`src/rtl/video_timing_gen.sv`:
```
// Raster timing generator: two nested pixel/line counters plus registered
// data-enable, sync and frame-event outputs, all aligned to the same pixel.
// Parameters must keep H_TOTAL and V_TOTAL at or below 65535.
module video_timing_gen #(
  parameter int H_ACTIVE = 1280,
  parameter int H_FP     = 110,
  parameter int H_SYNC   = 40,
  parameter int H_BP     = 220,
  parameter int V_ACTIVE = 720,
  parameter int V_FP     = 5,
  parameter int V_SYNC   = 5,
  parameter int V_BP     = 20,
  parameter bit SYNC_POL = 1'b1
) (
  input  logic        i_clk,
  input  logic        i_rst,
  input  logic        i_ce,
  output logic [15:0] o_x,
  output logic [15:0] o_y,
  output logic        o_de,
  output logic        o_h_sync,
  output logic        o_v_sync,
  output logic        o_frame_start,
  output logic        o_vblank_start,
  output logic [15:0] o_frame_count
);

  localparam int H_TOTAL = H_ACTIVE + H_FP + H_SYNC + H_BP;
  localparam int V_TOTAL = V_ACTIVE + V_FP + V_SYNC + V_BP;

  localparam logic [15:0] H_LAST = 16'(H_TOTAL - 1);
  localparam logic [15:0] V_LAST = 16'(V_TOTAL - 1);
  localparam logic [15:0] H_ACT  = 16'(H_ACTIVE);
  localparam logic [15:0] V_ACT  = 16'(V_ACTIVE);
  localparam logic [15:0] HS_BEG = 16'(H_ACTIVE + H_FP);
  localparam logic [15:0] HS_END = 16'(H_ACTIVE + H_FP + H_SYNC);
  localparam logic [15:0] VS_BEG = 16'(V_ACTIVE + V_FP);
  localparam logic [15:0] VS_END = 16'(V_ACTIVE + V_FP + V_SYNC);

  // Sync output level for a position against a half-open [beg, fin) window.
  function automatic logic sync_level(input logic [15:0] pos,
                                      input logic [15:0] beg,
                                      input logic [15:0] fin);
    return ((pos >= beg) && (pos < fin)) ? SYNC_POL : ~SYNC_POL;
  endfunction

  logic [15:0] x_p0, y_p0;
  logic        de_p0, frame_p0, vblank_p0;

  logic [15:0] x_p1, y_p1, fc_p1;
  logic        de_p1, hs_p1, vs_p1, frame_p1, vblank_p1;

  // Stage p0: next raster position and the events it implies.
  always_comb begin
    x_p0 = x_p1 + 16'd1;
    y_p0 = y_p1;
    if (x_p1 == H_LAST) begin
      x_p0 = '0;
      y_p0 = (y_p1 == V_LAST) ? '0 : y_p1 + 16'd1;
    end
    de_p0     = (x_p0 < H_ACT) && (y_p0 < V_ACT);
    frame_p0  = (x_p0 == '0) && (y_p0 == '0);
    vblank_p0 = (x_p0 == '0) && (y_p0 == V_ACT);
  end

  // Stage p1: register position and derived outputs together so they never skew.
  always_ff @(posedge i_clk) begin
    if (i_rst) begin
      x_p1      <= H_LAST;
      y_p1      <= V_LAST;
      de_p1     <= 1'b0;
      hs_p1     <= ~SYNC_POL;
      vs_p1     <= ~SYNC_POL;
      frame_p1  <= 1'b0;
      vblank_p1 <= 1'b0;
      fc_p1     <= 16'hFFFF;
    end else if (i_ce) begin
      x_p1      <= x_p0;
      y_p1      <= y_p0;
      de_p1     <= de_p0;
      hs_p1     <= sync_level(x_p0, HS_BEG, HS_END);
      vs_p1     <= sync_level(y_p0, VS_BEG, VS_END);
      frame_p1  <= frame_p0;
      vblank_p1 <= vblank_p0;
      if (frame_p0) fc_p1 <= fc_p1 + 16'd1;
    end else begin
      frame_p1  <= 1'b0;
      vblank_p1 <= 1'b0;
    end
  end

  assign o_x            = x_p1;
  assign o_y            = y_p1;
  assign o_de           = de_p1;
  assign o_h_sync       = hs_p1;
  assign o_v_sync       = vs_p1;
  assign o_frame_start  = frame_p1;
  assign o_vblank_start = vblank_p1;
  assign o_frame_count  = fc_p1;

endmodule

```
`config.mk`:
```
export PLATFORM = sky130hd
export DESIGN_NAME = video_timing_gen
export DESIGN_NICKNAME = d
export VERILOG_FILES = /design/src/rtl/video_timing_gen.sv
export SDC_FILE = /design/constraint.sdc
export NUM_CORES = 1
export LEC_CHECK = 0
export BUFFER_PORTS_ARGS = -buffer_cell sky130_fd_sc_hd__buf_2
export CORE_MARGIN = 2
export CORE_UTILIZATION = 30
export DETAILED_ROUTE_END_ITERATION = 8
export HOLD_SLACK_MARGIN = 0.03
export SYNTH_ARGS = -nofsm -noshare
export SYNTH_HDL_FRONTEND = slang
export SYNTH_SLANG_ARGS = --single-unit
```
`constraint.sdc`:
```
create_clock -name i_clk -period 2.5 [get_ports i_clk]
set_input_delay 0.125 -clock i_clk [delete_from_list [all_inputs] [get_ports i_clk]]
set_output_delay 0.125 -clock i_clk [all_outputs]
set_load 0.05 [all_outputs]
```
Word level (Yosys, flattened, before mapping)
Cells that the tools add are included.
{"block": "op_classes", "mux": 5, "n_bitwise": 1, "eq_ne": 3, "order_cmp": 6, "addsub": 3, "n_reduce_logical": 9}
{"operator": "$add A16 B1 Y16 const B", "n": 3}
{"operator": "$mux W16", "n": 3}
{"operator": "$eq A16 B10 Y1 const B", "n": 2}
{"operator": "$logic_not A16 Y1", "n": 2}
{"operator": "$lt A16 B10 Y1 const B", "n": 2}
{"operator": "$lt A16 B11 Y1 const B", "n": 2}
{"operator": "$eq A16 B11 Y1 const B", "n": 1}
{"operator": "$ge A16 B10 Y1 const B", "n": 1}
{"operator": "$ge A16 B11 Y1 const B", "n": 1}
{"operator": "$logic_and A1 B1 Y1", "n": 5}
{"operator": "$mux W1", "n": 2}
{"operator": "$reduce_and A2 Y1", "n": 1}
{"operator": "$reduce_or A2 Y1", "n": 1}
{"operator": "$not A1 Y1", "n": 1}
{"block": "word_totals", "output_inout_bits": 53, "ff_bits": 53, "in_bits": 3, "wordCells": 35}

Depth between registers and ports, before layout
Gate-level depths: netlist of run 1.
{"block": "depth", "ltp_word": 6, "ltp_mapped": 13, "depth_no_buf": 10}

Worst setup path after synthesis of run 1
OpenSTA, ideal clock, no wires.
{"block": "synth_timing", "path_type": "register to register", "from": "register y_p1[0] (netlist: o_y[0])", "to": "register fc_p1[3] (netlist: o_frame_count[3])", "required_time_ps": 2335, "stages_incl_launch_ff": 13, "setup_slack_ps": -526, "period_less_slack_ps": 3026, "t_arrival_ps": 2861, "path_buffers": 3, "setup_ps": 165, "cell_sequence": "dfxtp_1 ha_1 clkbuf_1 nand3_1 xor2_1 a31oi_1 nor3_1 o2111ai_2 and4b_1 buf_6 buf_8 a311oi_1 a41oi_1"}
{"block": "synth_via", "elab_chain_len": 6, "elab_cells_between_ends": 7, "classes_between": "1 x add/sub; 1 x eq/ne; 2 x mux; 3 x reduce/logical"}
{"item": "from (decl)", "line": "50", "source": "logic [15:0] x_p1, y_p1, fc_p1;"}
{"item": "from (signal assigned)", "line": "79", "source": "y_p1 <= y_p0;"}
{"item": "$add A16 B1 Y16 / $eq A16 B10 Y1 (equally long branches)", "line": "59", "source": "y_p0 = (y_p1 == V_LAST) ? '0 : y_p1 + 16'd1;"}
{"item": "$mux W16", "line": "59"}
{"item": "$mux W16 (*)", "line": "57", "source": "if (x_p1 == H_LAST) begin"}
{"item": "$logic_not A16 Y1 (*)", "line": "62", "source": "frame_p0 = (x_p0 == '0) && (y_p0 == '0);"}
{"item": "$logic_and A1 B1 Y1 (*)", "line": "62"}
{"item": "$reduce_and A2 Y1 (no line) (*)"}
{"item": "to (signal assigned)", "line": "85", "source": "if (frame_p0) fc_p1 <= fc_p1 + 16'd1;"}
{"item": "to (decl)", "line": "50"}
Every way passes the cells marked *; elsewhere a longest branch is shown, timed or not.
A chain may end at the register's enable or synchronous reset.

Worst setup path in the final report of run 1
{"block": "layout_timing", "from": "register x_p1[1] (netlist: o_x[1])", "to": "register fc_p1[12] (netlist: o_frame_count[12])"}
{"block": "layout_via", "elab_chain_len": 5, "elab_cells_between_ends": 8, "classes_between": "1 x add/sub; 1 x eq/ne; 2 x mux; 4 x reduce/logical"}
{"item": "from (decl)", "line": "50"}
{"item": "from (signal assigned)", "line": "78", "source": "x_p1 <= x_p0;"}
{"item": "$add A16 B1 Y16 / $eq A16 B11 Y1 (equally long branches)", "line": "55, 57"}
{"item": "$mux W16", "line": "57"}
{"item": "$logic_not A16 Y1", "line": "62"}
{"item": "$logic_and A1 B1 Y1 (*)", "line": "62"}
{"item": "$reduce_and A2 Y1 (no line) (*)"}
Marks and branches as above.

==> flow_summary.toml, run 1 <==
[placed_design]
place_area_mm2 = 0.00466
post-place-ws_ns = -0.266
portBuffers = 55
gp_congestion = 0.887
dp_cells = 704
dp_hpwl_um = 8130

[logic_synthesis]
yosys_warnings = 0
synthArstFlopShare_pct = 0
synth_top_cell_area_share_pct = 28.7
syn-instance-count = 463
synth.largest_area_cell = "dfxtp_1"
synth_flop_cell = "dfxtp_1"
ys_seq_area_share_pct = 28.7
syn_area_per_cell_um2 = 7.99
synth_area_mm2 = 0.00370
syn_nets = 471
synth-edff-count = 0
yosysUniqueCellTypes = 66
synth_seq_cells = 53
synthTopCellsByArea = "dfxtp_1 (29%), nor2_1 (5.1%), nor2b_1 (4.7%), xnor2_1 (4.0%), o21ai_0 (3.2%)"

[die]
die_x_um = 115
floorplan.rows = 40
start_util_pct = 30.8
fp.dieH_um = 115
die-area_mm2 = 0.0132
coreArea_mm2 = 0.0120
ios = 56

[sta]
hold_viol_final = 0
setup_slack_ns = -0.227
hold_ws_ns = 0.346
relSlewSlack_pct = 57.0
timing.final.crit_share_pct = 109
setup_violations = 20
finClkSkew_ns = 0.00748
maxSlewViolCount = 0
rsz0062_at_grt = "yes"
max_freq_ghz = 0.367
worst_slew_pin_slew_ns = 0.645
period_needed_ns = 2.73

[setup_path]
reg2reg_slack_ns = -0.23
worstPathRequired_ns = 2.64
critPathSlowestCell = "dfxtp_4"
path_class = "reg2reg"
path_max_fanout = 7
cpMostUsedCell = "buf_4"
crit_family = "compound AO/OA/AOI/OAI gates"
path_cells = "inv_2, ha_4, nor4b_4, buf_4, nand4_4, buf_4, o21ai_4, o41ai_4, o2111ai_2, and4b_4, buf_12, a311oi_2, a41oi_1"
path_buf_inv = 4
worst_setup_path_end_kind = "register"
startpoint_type = "register"
crit_path_max_incr_delay_ns = 0.35
worstPathArrival_ns = 2.87

[power]
peakVddDrop_mv = 0.294
power_mw = 2.56
p_per_area_mw_per_mm2 = 487
cellLeakagePower_nw = 2.05

[drt]
wl_met2_um = 5350
drc = 0
num_vias = 3916
drtAntennaViolNets = 0
post_drt_wl_per_cell_um = 15.5
wl_met3_um = 461
met1_length_um = 5330
dr.pass1.iters = 5
drt_iter0_drc = 279
avgViaCountPerCell = 5.36
top_layer = "met4"
wl_um = 11300

[clock_network]
clk_path_buf_depth = 2
clkSinkCount = 53
cts_buffers = 5
clock-root-buffer = "clkbuf_16"
htree_levels = 2
cts_tree = "built"
insertion_delay_ns = 0.30
clk_pin_slew_ns = 0.07

[final_layout]
num-nets-final = 590
final_area_mm2 = 0.00525
antenna_cells = 0
fin_cells = 730
drive_gt1_share_pct = 42.2
final_common_cell = "buf_4"
syn2layout_area_growth_pct = 42.0
final_cell_mix = "buf_4 (88), buf_2 (56), nor2_1 (48)"

[grt]
grt_pass1_wl_um = 18200
grt_max_degree = 38
overflow = 0
grt.total_usage_pct = 16.8
grt_pass1_vias = 3619
antenna_found_initial = 0

[run]
drv_cap = 0

[status]
outcome = "finished with violations"
violations = "negative setup slack"

[worst_hold_path]
hp-class = "in2reg"
==> worst register-to-register path, delay by kind of cell (launching register included) <==
kind                     cells  cell delay [ns]
AO/OA/AOI/OAI                5             0.86
adder cells (fa/ha/maj)      1             0.12
buffers and inverters        4             0.58
flip-flops                   1             0.35
AND/OR/NAND/NOR              3             0.66
==> sequential cells by signal (all words and copies together) (netlist names) <==
name and flops:
o_vblank_start 1, o_frame_count 16, o_frame_start 1, o_h_sync 1
o_x 16, o_v_sync 1, o_y 16, o_de 1
==> through the flow <==
stage	util, %	TNS, ns
after floorplan	-	-0.506
after global placement	38.8	-2.09
after detailed placement	38.8	-3.44
after CTS	42.6	-3.13
after global routing	43.7	-5.15
final	43.7	-3.42
==> power by group <==
part           switching [mW]  internal (mW)  total (mW)
clock                   0.333          0.375       0.708
sequential             0.0316          0.869       0.901
combinational           0.534          0.415       0.949
total                   0.899           1.66        2.56
==> routing by layer <==
metal	up-vias	track usage (%)
met4	0	3.45
met2	107	28.9
met3	9	2.37
met5	-	0
li1	1933	-
met1	1867	22.5
==> logic make-up after synthesis <==
| logic type | after synthesis | synth area share [%] |
|---|---|---|
| compound gates | 106 | 20.1 |
| xor+xnor | 27 | 6.39 |
| fa+ha+maj | 5 | 1.69 |
| buf+inv | 48 | 7.00 |
| flops | 53 | 28.7 |
| mux | 7 | 1.89 |
| simple gates | 217 | 34.2 |
==> what timing repair did <==
item                                   CTS  global route
gates cloned                             2             1
pin swaps                               21            15
setup buffers                            8             8
hold buffers                             0             0
gates resized for setup                 37            19
endpoints found under the hold margin    0             0
setup endpoints to repair               19            20
==> cell type report <==
| class | instances | area (um2) |
|---|---|---|
| sequential | 53 | 1140 |
| clock buffer | 6 | 129 |
| clock inverter | 2 | 16.3 |
| fill | 1187 | 6760 |
| inverter | 7 | 26.3 |
| tap | 147 | 184 |
| timing repair buffer | 153 | 1080 |
| multi-input combinational | 362 | 2670 |
==> synth_stat cells (3+ instances only) <==
cell / number
dfxtp_1: 53
nor2_1: 50
nand2_1: 32
nor2b_1: 28
o21ai_0: 24
a21oi_1: 19
clkbuf_1: 17
nand3_1: 17
xnor2_1: 17
nor3_1: 16
and3_1: 14
a211o_1: 10
a311oi_1: 10
xor2_1: 10
a31oi_1: 9
buf_4: 9
buf_2: 8
a41oi_1: 7
and4_1: 7
inv_1: 7
mux2i_1: 7
or3_1: 7
nand2b_1: 6
nand4_2: 6
a211oi_1: 5
and2_1: 5
ha_1: 5
nand4_1: 5
nor4_1: 5
buf_6: 3
==> final timing paths <==
kind / depth (start not counted) / endpoint / startpoint
max: 13 / o_frame_count[12]$_SDFFE_PP1P_ / o_x[1]$_SDFFE_PP0P_
min: 2 / o_x[8]$_SDFFE_PP0P_ / i_rst
max reg2reg: 13 / o_frame_count[12]$_SDFFE_PP1P_ / o_x[1]$_SDFFE_PP0P_
min reg2reg: 2 / o_h_sync$_SDFFE_PP0P_ / o_h_sync$_SDFFE_PP0P_
No activity file was read; power rests on OpenSTA's default activity.
==> run 2, diff against run 1 <==
--- a/config.mk
+++ b/config.mk
@@ -9,7 +9,7 @@
 export CORE_MARGIN = 2
 export CORE_UTILIZATION = 30
 export DETAILED_ROUTE_END_ITERATION = 8
-export HOLD_SLACK_MARGIN = 0.03
+export MAX_ROUTING_LAYER = met4
 export SYNTH_ARGS = -nofsm -noshare
 export SYNTH_HDL_FRONTEND = slang
 export SYNTH_SLANG_ARGS = --single-unit
==> constraint.sdc (replaced) <==
create_clock -name i_clk -period 2.7 [get_ports i_clk]
set_input_delay 0.135 -clock i_clk [delete_from_list [all_inputs] [get_ports i_clk]]
set_output_delay 0.135 -clock i_clk [all_outputs]
set_load 0.05 [all_outputs]
==> run 2 against run 1 <==
  * The flow still finishes with violations (negative setup slack)
  * Sequential share of layout area shrank 0.077 points
  * Die area is the same
  * Highest routed layer unchanged
  * Non-clock buffer count shrank 14
  * Critical path depth grew 2
  * Clock-buffer cell count is the same
  * Utilization shrank 1.6 points
  * Via count grew 0.51%
  * Total power shrank 7.2%
  * Critical endpoint is now o_frame_count[5]$_SDFFE_PP1P_
==> flow_summary.toml, run 2 (synthesis results as in run 1) <==
[grt]
grt-busiest-layer = "met2"
grt_pass1_wl_um = 18500
grt_max_degree = 50
grt.total_usage_pct = 17.7
overflow = 0
antenna_found_initial = 0
grt_pass1_vias = 3684
use_met3_pct = 2.21
use_met1_pct = 23.4
grtUsageMet2_pct = 27.8

[power]
cellLeakagePower_nw = 1.99
combPwrFrac_pct = 35.8
seqPwrFrac_pct = 35.6
p_per_area_mw_per_mm2 = 469
power.internal_mw = 1.55
peakVddDrop_mv = 0.316
switching_share_pct = 34.9
p_clk_share_pct = 28.6
net-switching-power_mw = 0.828

[placed_design]
post-place-ws_ns = -0.0651
gp_congestion = 0.940
dp_cells = 684
place_area_mm2 = 0.00445
dp_hpwl_um = 8090
portBuffers = 55

[sta]
hold_ws_ns = 0.249
setup_slack_ns = -0.0288
setup_violations = 1
rsz0062_at_grt = "yes"
max_freq_ghz = 0.366
worst_slew_pin_slew_ns = 0.608
period_needed_ns = 2.73
finClkSkew_ns = 0.0113
maxSlewViolCount = 0
relSlewSlack_pct = 59.5
timing.final.crit_share_pct = 101
hold_viol_final = 0
tns_ns = -0.0288

[clock_network]
cts_buffers = 5
clk_pin_slew_ns = 0.08
cts_tree = "built"
clk_path_buf_depth = 2
clkSinkCount = 53
insertion_delay_ns = 0.30
htree_levels = 2
clock-root-buffer = "clkbuf_16"

[setup_path]
worstPathRequired_ns = 2.92
path_max_fanout = 7
r2r-end = "o_frame_count[5]$_SDFFE_PP1P_"
reg2reg_slack_ns = -0.03
startpoint_type = "register"
worst_setup_path_end_kind = "register"
r2r_cells = 15
path_class = "reg2reg"
r2r_start = "o_x[1]$_SDFFE_PP0P_"
worstPathArrival_ns = 2.95

[drt]
avgViaCountPerCell = 5.50
wl_um = 11700
drtAntennaViolNets = 0
num_vias = 3936
post_drt_wl_per_cell_um = 16.3
dr.pass1.iters = 5
drt_iter0_drc = 301
drc = 0

[final_layout]
antenna_cells = 0
final_cell_mix = "buf_4 (72), buf_2 (55), nor2_1 (49)"
drive_gt1_share_pct = 37.8
fin_cells = 716
final_common_cell = "buf_4"
final_area_mm2 = 0.00506
syn2layout_area_growth_pct = 36.8
fillers = 1174
num-nets-final = 576

[die]
start_util_pct = 30.8
fp.dieH_um = 115
ios = 56
coreArea_mm2 = 0.0120
die_x_um = 115
floorplan.rows = 40
die-area_mm2 = 0.0132

[worst_hold_path]
holdPathStages = 2
hp-class = "in2reg"
hold_start = "i_rst"
min_to = "o_x[12]$_SDFFE_PP0P_"

[status]
outcome = "finished with violations"
violations = "negative setup slack"

[run]
drv_cap = 0
## run 2: cell count changes in the layout (fill, tap and decap cells not counted), moves of 3 or more
cell,previous run,this run
buf_12,1,5
nand4_2,2,5
buf_4,88,72
dfxtp_1,24,30
a311oi_1,1,6
a311oi_2,9,3
nand4_4,4,1
dfxtp_4,19,4
dfxtp_2,10,19
## run 2: final cells by class
cell class,instances,area (um2),share of cell area (%)
multi-input cells,362,2570,50.8
flip-flops and latches,53,1100,21.7
repair buffers,139,1030,20.4
well taps,147,184,3.63
clock buffers,6,139,2.74
inverters,7,26.3,0.519
clock inverters,2,13.8,0.272
## run 2: power by group through the flow
| stage | registers (mW) | clock network (mW) | logic (mW) |
|---|---|---|---|
| 2_1_floorplan | 0.955 | 0 | 0.382 |
| 6_report | 0.845 | 0.680 | 0.850 |
| 3_3_place_gp | 0.861 | 0 | 0.674 |
| 3_5_place_dp | 0.864 | 0 | 0.680 |
| 4_1_cts | 0.844 | 0.697 | 0.782 |
| 5_1_grt | 0.850 | 0.731 | 0.909 |
## run 2: worst max-delay path by stage
| stage | slack [ns] | startpoint | endpoint |
|---|---|---|---|
| floorplan | 0.002 | o_y[10]$_SDFFE_PP0P_ | o_frame_count[4]$_SDFFE_PP1P_ |
| global placement | 0.02 | o_x[1]$_SDFFE_PP0P_ | o_frame_count[1]$_SDFFE_PP1P_ |
| detailed placement | -0.07 | o_y[1]$_SDFFE_PP0P_ | o_frame_count[1]$_SDFFE_PP1P_ |
| CTS | 0.01 | o_x[1]$_SDFFE_PP0P_ | o_frame_count[8]$_SDFFE_PP1P_ |
| global route | -0.12 | o_x[1]$_SDFFE_PP0P_ | o_frame_count[5]$_SDFFE_PP1P_ |
| finish | -0.03 | o_x[1]$_SDFFE_PP0P_ | o_frame_count[5]$_SDFFE_PP1P_ |
## run 2: critical path, stage by stage, from the launching register on
cell and delay, ns:
dfxtp_4 0.37, inv_2 0.04, ha_4 0.14, nor4b_4 0.12, buf_4 0.13, buf_4 0.13, nand4_4 0.10, buf_8 0.14
nor2_1 0.06, o32ai_2 0.31, nor4b_4 0.27, and4b_4 0.34, buf_12 0.13, buf_16 0.11, a311oi_2 0.08, a41oi_1 0.17
## run 2: what timing repair did
item / 4_1_cts / 5_1_grt
buffers inserted: 16 / 6
gates cloned: 3 / 0
resized for setup: 33 / 12
hold buffers: 0 / 0
setup endpoints to repair: 13 / 17
pin swaps: 14 / 15
## run 2: metrics by stage
stage | total power, mW | utilization, %
after floorplan | 1.34 | -
after global placement | 1.54 | 37.0
after detailed placement | 1.54 | 37.0
after CTS | 2.32 | 41.2
after global routing | 2.49 | 42.2
final | 2.37 | 42.2
## run 2: routing by layer
| layer | part of all wire [%] | vias to the layer above |
|---|---|---|
| met3 | 4.7 | 23 |
| met1 | 46 | 1884 |
| met5 | 0 | - |
| li1 | - | 1908 |
| met2 | 47 | 121 |
| met4 | 2.8 | 0 |
